<file path="config.mk">
export PLATFORM = sky130hd
export DESIGN_NAME = mem_loader
export DESIGN_NICKNAME = d
export VERILOG_FILES = /design/src/rtl/mem_loader.sv
export SDC_FILE = /design/constraint.sdc
export NUM_CORES = 1
export LEC_CHECK = 0
export BUFFER_PORTS_ARGS = -buffer_cell sky130_fd_sc_hd__buf_2
export CAP_MARGIN = 20
export CORE_MARGIN = 5
export CORE_UTILIZATION = 42
export DETAILED_ROUTE_END_ITERATION = 6
export GPL_TIMING_DRIVEN = 1
export PLACE_DENSITY = 0.65
export SYNTH_ARGS = -nofsm -noshare
export SYNTH_HDL_FRONTEND = slang
export SYNTH_SLANG_ARGS = --single-unit
export TNS_END_PERCENT = 20
</file>
<file path="constraint.sdc">
create_clock -name clock -period 1.9 [get_ports clock]
set_input_delay 0.19 -clock clock [delete_from_list [all_inputs] [get_ports clock]]
set_output_delay 0.19 -clock clock [all_outputs]
set_load 0.01 [all_outputs]
</file>
<file path="src/rtl/mem_loader.sv">
// mem_loader: byte-stream host loader for the processor's external memory port.
// Decodes framed IRAM/DRAM load commands, writes 16-bit words through the
// external load port and finally launches the processor with a sticky start.
module mem_loader #(
  parameter int ADDR_W    = 9,
  parameter int DATA_W    = 16,
  parameter int BASE_ADDR = 1,
  parameter int WR_HOLD   = 4
) (
  input  logic              clock,
  input  logic              reset_n,
  input  logic [7:0]        in_data,
  input  logic              in_valid,
  output logic              in_ready,
  output logic [ADDR_W-1:0] addr_ext,
  output logic [DATA_W-1:0] Data_in_ins,
  output logic [DATA_W-1:0] Data_in_dram,
  output logic              iram_write_ext,
  output logic              dram_write_ext,
  output logic              start_2,
  output logic              start_3,
  output logic              start,
  output logic              busy,
  output logic              err
);

  localparam logic [7:0] HDR_IRAM  = 8'hA1;
  localparam logic [7:0] HDR_DRAM  = 8'hD1;
  localparam logic [7:0] HDR_START = 8'h5A;

  // Largest word count that keeps every write address inside the memory.
  localparam logic [16:0] CNT_LIMIT = 17'((1 << ADDR_W) - BASE_ADDR);

  localparam int HOLD_W = $clog2(WR_HOLD + 1);
  localparam logic [HOLD_W-1:0] HOLD_LAST = HOLD_W'(WR_HOLD);

  typedef enum logic [2:0] {
    S_IDLE, S_CNT_HI, S_CNT_LO, S_DAT_HI, S_DAT_LO, S_WRITE, S_RUN
  } state_t;

  state_t            state_q, state_d;

  logic              in_ready_q, in_ready_d;
  logic [ADDR_W-1:0] addr_q, addr_d;
  logic [DATA_W-1:0] dins_q, dins_d;
  logic [DATA_W-1:0] ddram_q, ddram_d;
  logic              we_i_q, we_i_d;
  logic              we_d_q, we_d_d;
  logic              mode_i_q, mode_i_d;
  logic              mode_d_q, mode_d_d;
  logic              start_q, start_d;
  logic              err_q, err_d;
  logic [15:0]       words_q, words_d;
  logic [HOLD_W-1:0] hold_q, hold_d;

  logic [7:0]        cnt_hi_q, cnt_hi_d;
  logic [15:0]       count_q, count_d;
  logic [7:0]        dat_hi_q, dat_hi_d;

  logic              accept;
  logic [15:0]       count_full;
  logic              hold_done;
  logic              last_word;
  logic [DATA_W-1:0] word_full;

  assign accept     = in_valid && in_ready_q;
  assign count_full = {cnt_hi_q, in_data};
  assign hold_done  = (hold_q == HOLD_LAST);
  assign last_word  = (words_q == count_q);
  assign word_full  = DATA_W'({dat_hi_q, in_data});

  // FSM state register
  always_ff @(posedge clock) begin
    if (!reset_n) state_q <= S_IDLE;
    else          state_q <= state_d;
  end

  // FSM next-state decode
  always_comb begin
    state_d = state_q;
    case (state_q)
      S_IDLE: begin
        if (accept) begin
          if (in_data == HDR_IRAM || in_data == HDR_DRAM) state_d = S_CNT_HI;
          else if (in_data == HDR_START)                  state_d = S_RUN;
        end
      end
      S_CNT_HI: if (accept) state_d = S_CNT_LO;
      S_CNT_LO: begin
        if (accept) begin
          if (count_full == 16'd0 || {1'b0, count_full} > CNT_LIMIT) state_d = S_IDLE;
          else                                                       state_d = S_DAT_HI;
        end
      end
      S_DAT_HI: if (accept) state_d = S_DAT_LO;
      S_DAT_LO: if (accept) state_d = S_WRITE;
      S_WRITE: begin
        if (hold_done) state_d = last_word ? S_IDLE : S_DAT_HI;
      end
      S_RUN:   state_d = S_RUN;
      default: state_d = S_IDLE;
    endcase
  end

  // FSM output decode: next values of every registered output and counter
  always_comb begin
    in_ready_d = 1'b0;
    addr_d     = addr_q;
    dins_d     = dins_q;
    ddram_d    = ddram_q;
    we_i_d     = 1'b0;
    we_d_d     = 1'b0;
    mode_i_d   = mode_i_q;
    mode_d_d   = mode_d_q;
    start_d    = start_q;
    err_d      = 1'b0;
    words_d    = words_q;
    hold_d     = hold_q;
    cnt_hi_d   = cnt_hi_q;
    count_d    = count_q;
    dat_hi_d   = dat_hi_q;

    case (state_d)
      S_IDLE, S_CNT_HI, S_CNT_LO, S_DAT_HI, S_DAT_LO: in_ready_d = 1'b1;
      default:                                        in_ready_d = 1'b0;
    endcase

    case (state_q)
      S_IDLE: begin
        if (accept) begin
          if (in_data == HDR_IRAM) begin
            mode_i_d = 1'b1;
            mode_d_d = 1'b0;
            addr_d   = ADDR_W'(BASE_ADDR);
            words_d  = 16'd0;
          end else if (in_data == HDR_DRAM) begin
            mode_i_d = 1'b0;
            mode_d_d = 1'b1;
            addr_d   = ADDR_W'(BASE_ADDR);
            words_d  = 16'd0;
          end else if (in_data == HDR_START) begin
            start_d = 1'b1;
          end else begin
            err_d = 1'b1;
          end
        end
      end
      S_CNT_HI: if (accept) cnt_hi_d = in_data;
      S_CNT_LO: begin
        if (accept) begin
          count_d = count_full;
          if (count_full == 16'd0) begin
            mode_i_d = 1'b0;
            mode_d_d = 1'b0;
          end else if ({1'b0, count_full} > CNT_LIMIT) begin
            mode_i_d = 1'b0;
            mode_d_d = 1'b0;
            err_d    = 1'b1;
          end
        end
      end
      S_DAT_HI: if (accept) dat_hi_d = in_data;
      S_DAT_LO: begin
        if (accept) begin
          words_d = words_q + 16'd1;
          hold_d  = '0;
          if (mode_i_q) dins_d  = word_full;
          else          ddram_d = word_full;
        end
      end
      S_WRITE: begin
        // One setup cycle with the enable low, then WR_HOLD cycles high.
        if (hold_done) begin
          addr_d = addr_q + 1'b1;
          if (last_word) begin
            mode_i_d = 1'b0;
            mode_d_d = 1'b0;
          end
        end else begin
          hold_d = hold_q + 1'b1;
          we_i_d = mode_i_q;
          we_d_d = mode_d_q;
        end
      end
      default: ;
    endcase
  end

  // Registered outputs and frame counters, all cleared by reset
  always_ff @(posedge clock) begin
    if (!reset_n) begin
      in_ready_q <= 1'b0;
      addr_q     <= ADDR_W'(BASE_ADDR);
      dins_q     <= '0;
      ddram_q    <= '0;
      we_i_q     <= 1'b0;
      we_d_q     <= 1'b0;
      mode_i_q   <= 1'b0;
      mode_d_q   <= 1'b0;
      start_q    <= 1'b0;
      err_q      <= 1'b0;
      words_q    <= '0;
      hold_q     <= '0;
    end else begin
      in_ready_q <= in_ready_d;
      addr_q     <= addr_d;
      dins_q     <= dins_d;
      ddram_q    <= ddram_d;
      we_i_q     <= we_i_d;
      we_d_q     <= we_d_d;
      mode_i_q   <= mode_i_d;
      mode_d_q   <= mode_d_d;
      start_q    <= start_d;
      err_q      <= err_d;
      words_q    <= words_d;
      hold_q     <= hold_d;
    end
  end

  // Byte capture registers; only read after being written within a frame
  always_ff @(posedge clock) begin
    cnt_hi_q <= cnt_hi_d;
    count_q  <= count_d;
    dat_hi_q <= dat_hi_d;
  end

  assign in_ready       = in_ready_q;
  assign addr_ext       = addr_q;
  assign Data_in_ins    = dins_q;
  assign Data_in_dram   = ddram_q;
  assign iram_write_ext = we_i_q;
  assign dram_write_ext = we_d_q;
  assign start_2        = mode_i_q;
  assign start_3        = mode_d_q;
  assign start          = start_q;
  assign err            = err_q;
  assign busy           = (state_q != S_IDLE) && (state_q != S_RUN);

endmodule

</file>
# After elaboration in Yosys (flattened, before gate mapping)
# Cells that the tools add are included.
[op_classes] eq_ne=24 n_bitwise=5 mux=46 n_reduce_logical=24 order_cmp=1 n_addsub=3
[op_table] op="$mux W16" n=4
[op_table] op="$mux W9" n=4
[op_table] op="$pmux W16 S2" n=1
[op_table] op="$mux W3" n=10
[op_table] op="$pmux W3 S7" n=1
[op_table] op="$mux W1" n=19
[op_table] op="$pmux W9 S2" n=1
[op_table] op="$add A16 B1 Y16 const B" n=1
[op_table] op="$eq A16 B16 Y1" n=1
[op_table] op="$eq A8 B8 Y1 const B" n=2
[op_table] op="$gt A16 B9 Y1 const B" n=1
[op_table] op="$logic_not A16 Y1" n=1
[op_table] op="$eq A3 B3 Y1 const B" n=5
[op_table] op="$eq A3 B2 Y1 const B" n=4
[op_table] op="$ne A2 B2 Y1 const B" n=6
[op_table] op="$add A9 B1 Y9 const B" n=1
[op_table] op="$ne A3 B3 Y1 const B" n=3
[op_table] op="$reduce_and A3 Y1" n=3
[op_table] op="$eq A8 B7 Y1 const B" n=1
[op_table] op="$reduce_and A4 Y1" n=2
[op_table] op="$reduce_and A7 Y1" n=1
[op_table] op="$eq A3 B1 Y1 const B" n=2
[op_table] op="$logic_not A3 Y1" n=2
[op_table] op="$pmux W1 S3" n=2
[op_table] op="13 further kinds" n=25
[word_totals] ff_bits=102 elab_cells=119

# Logic depth before layout (Yosys ltp)
[logic_depth] ltp_word=8 ltp_mapped=8

# Worst setup path before layout
# OpenSTA, ideal clock, no wires.
[synth_path] path_type="reg2reg" from="reg state_q[0]" to="reg addr_q[5] (netlist: addr_ext[5])" synth_period_minus_slack_ns=2.025 path_slack_ns=-0.125 setup_ns=0.125 required_ns=1.775 path_stages_with_launch=8 t_arrival_ns=1.900 path_cell_list="dfxtp_1 buf_6 or3_1 a2111o_1 a221o_1 nor3_2 xnor2_1 nor2_2"
[synth_via] elab_chain_cells=3 elab_cells_between_ends=8
[synth_rtl] element="start, declared" line="41" rtl="state_t state_q, state_d;"
[synth_rtl] element="start signal, assigned" line="75" rtl="else state_q <= state_d;"
[synth_rtl] element="$eq A3 B3 Y1 / $logic_not A3 Y1 (equally long branches)" line="128" rtl="case (state_q)"
[synth_rtl] element="$ne A2 B2 Y1 (no source line) (tied with other cells)"
[synth_rtl] element="$reduce_and A4 Y1 (no source line)"
[synth_rtl] element="end signal, assigned" line="193" rtl="addr_q <= ADDR_W'(BASE_ADDR);"
[synth_rtl] element="end signal, assigned" line="206" rtl="addr_q <= addr_d;"
[synth_rtl] element="end, declared" line="44" rtl="logic [ADDR_W-1:0] addr_q, addr_d;"
# Parallel ways exist; a longest one is shown, timed or not.
# A chain may end at the register's enable or synchronous reset.

# Final worst setup path
[layout_path] from="reg state_q[1]" to="reg addr_q[4] (netlist: addr_ext[4])"
# Same word-level chain as after synthesis.

==> impl_metrics.prom <==
# TYPE chip_impl_metric gauge
chip_impl_info{name="run_status",value="finished, violations left"} 1
chip_impl_info{name="failed_checks",value="negative setup slack"} 1
chip_impl_metric{name="post-route-worst-setup-slack",unit="ns"} -0.0472
chip_impl_metric{name="yosys_register_bits",unit=""} 102
chip_impl_metric{name="grt_overflow",unit=""} 0
chip_impl_metric{name="worst-slew-pin-transition",unit="ns"} 0.613
chip_impl_metric{name="critPathArrivalTime",unit="ns"} 2.22
chip_impl_metric{name="timing.max_cap.violations",unit=""} 0
chip_impl_info{name="rsz0062_at_grt",value="true"} 1
chip_impl_metric{name="ys_async_sr_fraction",unit=""} 0
chip_impl_metric{name="die_h",unit="um"} 111
chip_impl_metric{name="grt_first_pass_wirelength",unit="um"} 16600
chip_impl_info{name="timing_worst_setup_path_type",value="flip-flop to flip-flop"} 1
chip_impl_metric{name="dp_hpwl",unit="um"} 7210
chip_impl_metric{name="max_freq",unit="MHz"} 514
chip_impl_metric{name="timing.max_slew.rel_slack",unit=""} 0.591
chip_impl_metric{name="post-route-period-util",unit=""} 1.02
chip_impl_metric{name="areaGrowthSynthToFinish",unit="%"} 24.7
chip_impl_metric{name="drc",unit=""} 0
chip_impl_metric{name="drive_gt1_frac",unit=""} 0.261
chip_impl_metric{name="route.vias.total",unit=""} 3413
chip_impl_metric{name="nNetsFinal",unit=""} 554
chip_impl_metric{name="fraction_of_the_mapped_netlist_area_in_compound_gates",unit=""} 0.116
chip_impl_metric{name="number_of_synthesized_flops_with_an_enable_pin",unit=""} 32
chip_impl_info{name="start_kind",value="flip-flop"} 1
chip_impl_metric{name="floorplan.initialDensity",unit=""} 0.434
chip_impl_metric{name="report.final.slew_viol_count",unit=""} 0
chip_impl_metric{name="vias_in_the_first_global_route",unit=""} 3359
chip_impl_metric{name="yosysWarnings",unit=""} 0
chip_impl_metric{name="final-setup-viol-count",unit=""} 3
chip_impl_metric{name="clock_latency",unit="ns"} 0.37
chip_impl_metric{name="cts-buffers-inserted",unit=""} 9
chip_impl_metric{name="largest_net_degree_at_the_start_of_global_routing",unit=""} 33
chip_impl_info{name="hold_class",value="primary input to flip-flop"} 1
chip_impl_metric{name="syn-mean-instance-area",unit="sq um"} 9.84
chip_impl_metric{name="synth_fp_nets",unit=""} 448
chip_impl_metric{name="fin_crit",unit="ns"} 1.95
chip_impl_metric{name="clk_transition_reported_paths",unit="ns"} 0.11
chip_impl_metric{name="critical-path-max-stage-delay",unit="ns"} 0.39
chip_impl_info{name="critical_path_cell_sequence",value="or3_4, a2111o_1, a221oi_4, buf_6, nand4_1, xor2_1, nor2_1"} 1
chip_impl_metric{name="diodes",unit=""} 0
chip_impl_metric{name="timing.critical_path.required",unit="ns"} 2.17
chip_impl_metric{name="basic_gate_share_of_the_synthesized_area_counting_and_or_nand_and_nor_cells",unit=""} 0.215
chip_impl_metric{name="fin_skew",unit="ns"} 0.00748
chip_impl_metric{name="synth_xor_xnor_area_share",unit=""} 0.0720
chip_impl_metric{name="num-fill-cells",unit=""} 921
chip_impl_metric{name="timing.critical_path.fanout_max",unit=""} 7
chip_impl_metric{name="port_buffers",unit=""} 59
chip_impl_info{name="cts.root.buffer_cell",value="clkbuf_8"} 1
chip_impl_metric{name="synth.distinct_cells",unit=""} 47
chip_impl_info{name="end_kind",value="flip-flop"} 1
chip_impl_metric{name="clock_tree.htree_level_count",unit=""} 3
chip_impl_info{name="synth_common_cells",value="nand2_1, dfxtp_1, edfxtp_1"} 1
chip_impl_metric{name="core_area",unit="sq mm"} 0.00982
chip_impl_metric{name="hold_violations",unit=""} 0
chip_impl_metric{name="gp_congestion",unit=""} 0.925
chip_impl_metric{name="report.power.total",unit="mW"} 3.68
chip_impl_metric{name="hold-worst-slack",unit="ns"} 0.0784
chip_impl_metric{name="first_drt_pass_iteration_count",unit=""} 4
chip_impl_metric{name="post_synth_instance_area",unit="sq mm"} 0.00426
chip_impl_metric{name="drt-total-wl",unit="um"} 9970
chip_impl_metric{name="synth.area.mux_share",unit=""} 0.00470
chip_impl_metric{name="wire_per_inst",unit="um"} 14.7
chip_impl_metric{name="leakagePower",unit="nW"} 2.10
chip_impl_metric{name="antenna_violating_nets_post_route",unit=""} 0
chip_impl_metric{name="netlist.area_leader.share",unit=""} 0.329
chip_impl_metric{name="antenna_found_initial",unit=""} 0
chip_impl_metric{name="synth_fa_ha_area_frac",unit=""} 0.0118
chip_impl_metric{name="synth-seq-area-share",unit=""} 0.555
chip_impl_info{name="ys_flop_type",value="dfxtp_1"} 1
chip_impl_metric{name="clock-sinks",unit=""} 102
chip_impl_info{name="dominant_combinational_cell_family_by_area_after_synthesis",value="simple AND/OR/NAND/NOR gates"} 1
chip_impl_metric{name="post_layout_nonfiller_instances",unit=""} 677
chip_impl_info{name="netlist_top_cells_area",value="dfxtp_1, edfxtp_1, nand2_1, xor2_1, a21boi_1"} 1
chip_impl_metric{name="vdd.ir_drop.worst",unit="mV"} 0.431
chip_impl_metric{name="fp.dieW",unit="um"} 111
chip_impl_metric{name="global_route.usage.total",unit=""} 0.164
chip_impl_metric{name="io-pin-count",unit=""} 60
chip_impl_metric{name="vias_per_cell",unit=""} 5.04
chip_impl_metric{name="power_per_cell_area",unit="mW/mm^2"} 693
chip_impl_info{name="synth_most_common_cell",value="nand2_1"} 1
chip_impl_metric{name="setup.reg_to_reg.worst_slack",unit="ns"} -0.05
chip_impl_metric{name="placement_rows",unit=""} 36
chip_impl_info{name="critical-path-slowest-cell",value="a2111o_1"} 1
chip_impl_info{name="cpLargestDelayFamily",value="compound AO/OA/AOI/OAI gates"} 1
chip_impl_metric{name="numPlacedInstances",unit=""} 660
chip_impl_metric{name="fp.dieArea",unit="sq mm"} 0.0123
chip_impl_metric{name="cts_max_path_buffers",unit=""} 2
chip_impl_info{name="synth_top_cell_by_area",value="dfxtp_1"} 1
chip_impl_metric{name="drt_iter0_markers",unit=""} 233
chip_impl_metric{name="worst-path-buf-inv",unit=""} 1
chip_impl_metric{name="synth_cells",unit=""} 433
chip_impl_info{name="tritoncts_clock_tree",value="done"} 1
## metrics by stage
step                area [sq um]  utilization   TNS [ns]  setup WS [ns]
floorplan                   4260            -  -0.000303      -0.000303
global placement            5070        0.516      -1.49         -0.192
detailed placement          5070        0.516      -1.90         -0.228
CTS                         5290        0.538     -0.428        -0.0883
global route                5310        0.541     -0.813         -0.120
finish                      5310        0.541     -0.101        -0.0472
## timing repair
item / 4_1_cts / 5_1_grt
setup endpoints to repair: 13 / 15
pin swaps: 5 / 1
resized for setup: 6 / 5
hold buffers: 0 / 0
setup buffers: 0 / 1
cloned: 0 / 0
## cell usage in the layout (no fill, tap or decap), types with 4 or more instances in the layout
| master | Yosys | final |
|---|---|---|
| a21boi_0 | 13 | 13 |
| a21boi_1 | 22 | 22 |
| a21oi_1 | 9 | 9 |
| and2_1 | 5 | 5 |
| and3_1 | 5 | 5 |
| buf_2 | 0 | 59 |
| buf_4 | 0 | 51 |
| clkbuf_8 | 0 | 9 |
| dfxtp_1 | 70 | 69 |
| edfxtp_1 | 32 | 32 |
| ha_1 | 4 | 4 |
| inv_1 | 9 | 9 |
| nand2_1 | 91 | 91 |
| nand3_1 | 11 | 11 |
| nand3b_1 | 4 | 4 |
| nand4_1 | 6 | 6 |
| nor2_1 | 28 | 28 |
| nor2b_1 | 5 | 5 |
| nor3_1 | 11 | 8 |
| nor3_2 | 2 | 5 |
| nor4_1 | 7 | 5 |
| o21ai_0 | 7 | 7 |
| or3_1 | 9 | 8 |
| xnor2_1 | 9 | 9 |
| xor2_1 | 26 | 26 |
## final cells by class
cell class / count / area (sq um) / share of cell area
flip-flops and latches: 102 / 2360 / 0.445
repair buffers: 113 / 729 / 0.137
multi-input cells: 304 / 1840 / 0.346
well taps: 133 / 166 / 0.0313
clock inverters: 6 / 55.1 / 0.0104
inverters: 9 / 33.8 / 0.00636
clock buffers: 10 / 128 / 0.0240
## power breakdown
part,switching (mW),internal [mW],total (mW)
sequential,0.00145,2.24,2.24
clock,0.797,0.505,1.30
combinational,0.0778,0.0596,0.137
## worst reg2reg max path: stages (launching register included)
cell and delay, ns:
dfxtp_2 0.33, or3_4 0.38, a2111o_1 0.39, a221oi_4 0.26, buf_6 0.16, nand4_1 0.12
xor2_1 0.17, nor2_1 0.05
## final timing paths
path	start	to	depth (start not counted)
max reg2reg	state_q[1]	addr_ext[4]	7
max	state_q[1]	addr_ext[4]	7
min reg2reg	Data_in_dram[9]	Data_in_dram[9]	2
min	in_data[0]	cnt_hi_q[0]	1
## state kept, by name (all words and copies together) (netlist names), 3 cells and up
| name | cells |
|---|---|
| Data_in_dram | 16 |
| Data_in_ins | 16 |
| addr_ext | 9 |
| cnt_hi_q | 8 |
| count_q | 16 |
| dat_hi_q | 8 |
| hold_q | 3 |
| state_q | 3 |
| words_q | 16 |
## layer usage
metal,vias to the layer above,GRT usage,share of wire
met3,11,0.0377,0.064
met5,-,0,0
met2,101,0.278,0.47
met4,0,0.0394,0.011
li1,1705,-,-
met1,1596,0.211,0.45
## logic make-up (layout without fill, tap and decap cells)
kind of cell / after synthesis / in the layout
fa+ha+maj: 4 / 4
buf+inv: 27 / 138
simple gates: 195 / 195
compound gates: 68 / 68
xor+xnor: 35 / 35
flops: 102 / 102
mux: 2 / 2
Note: power is estimated with default switching activity, not from simulation.
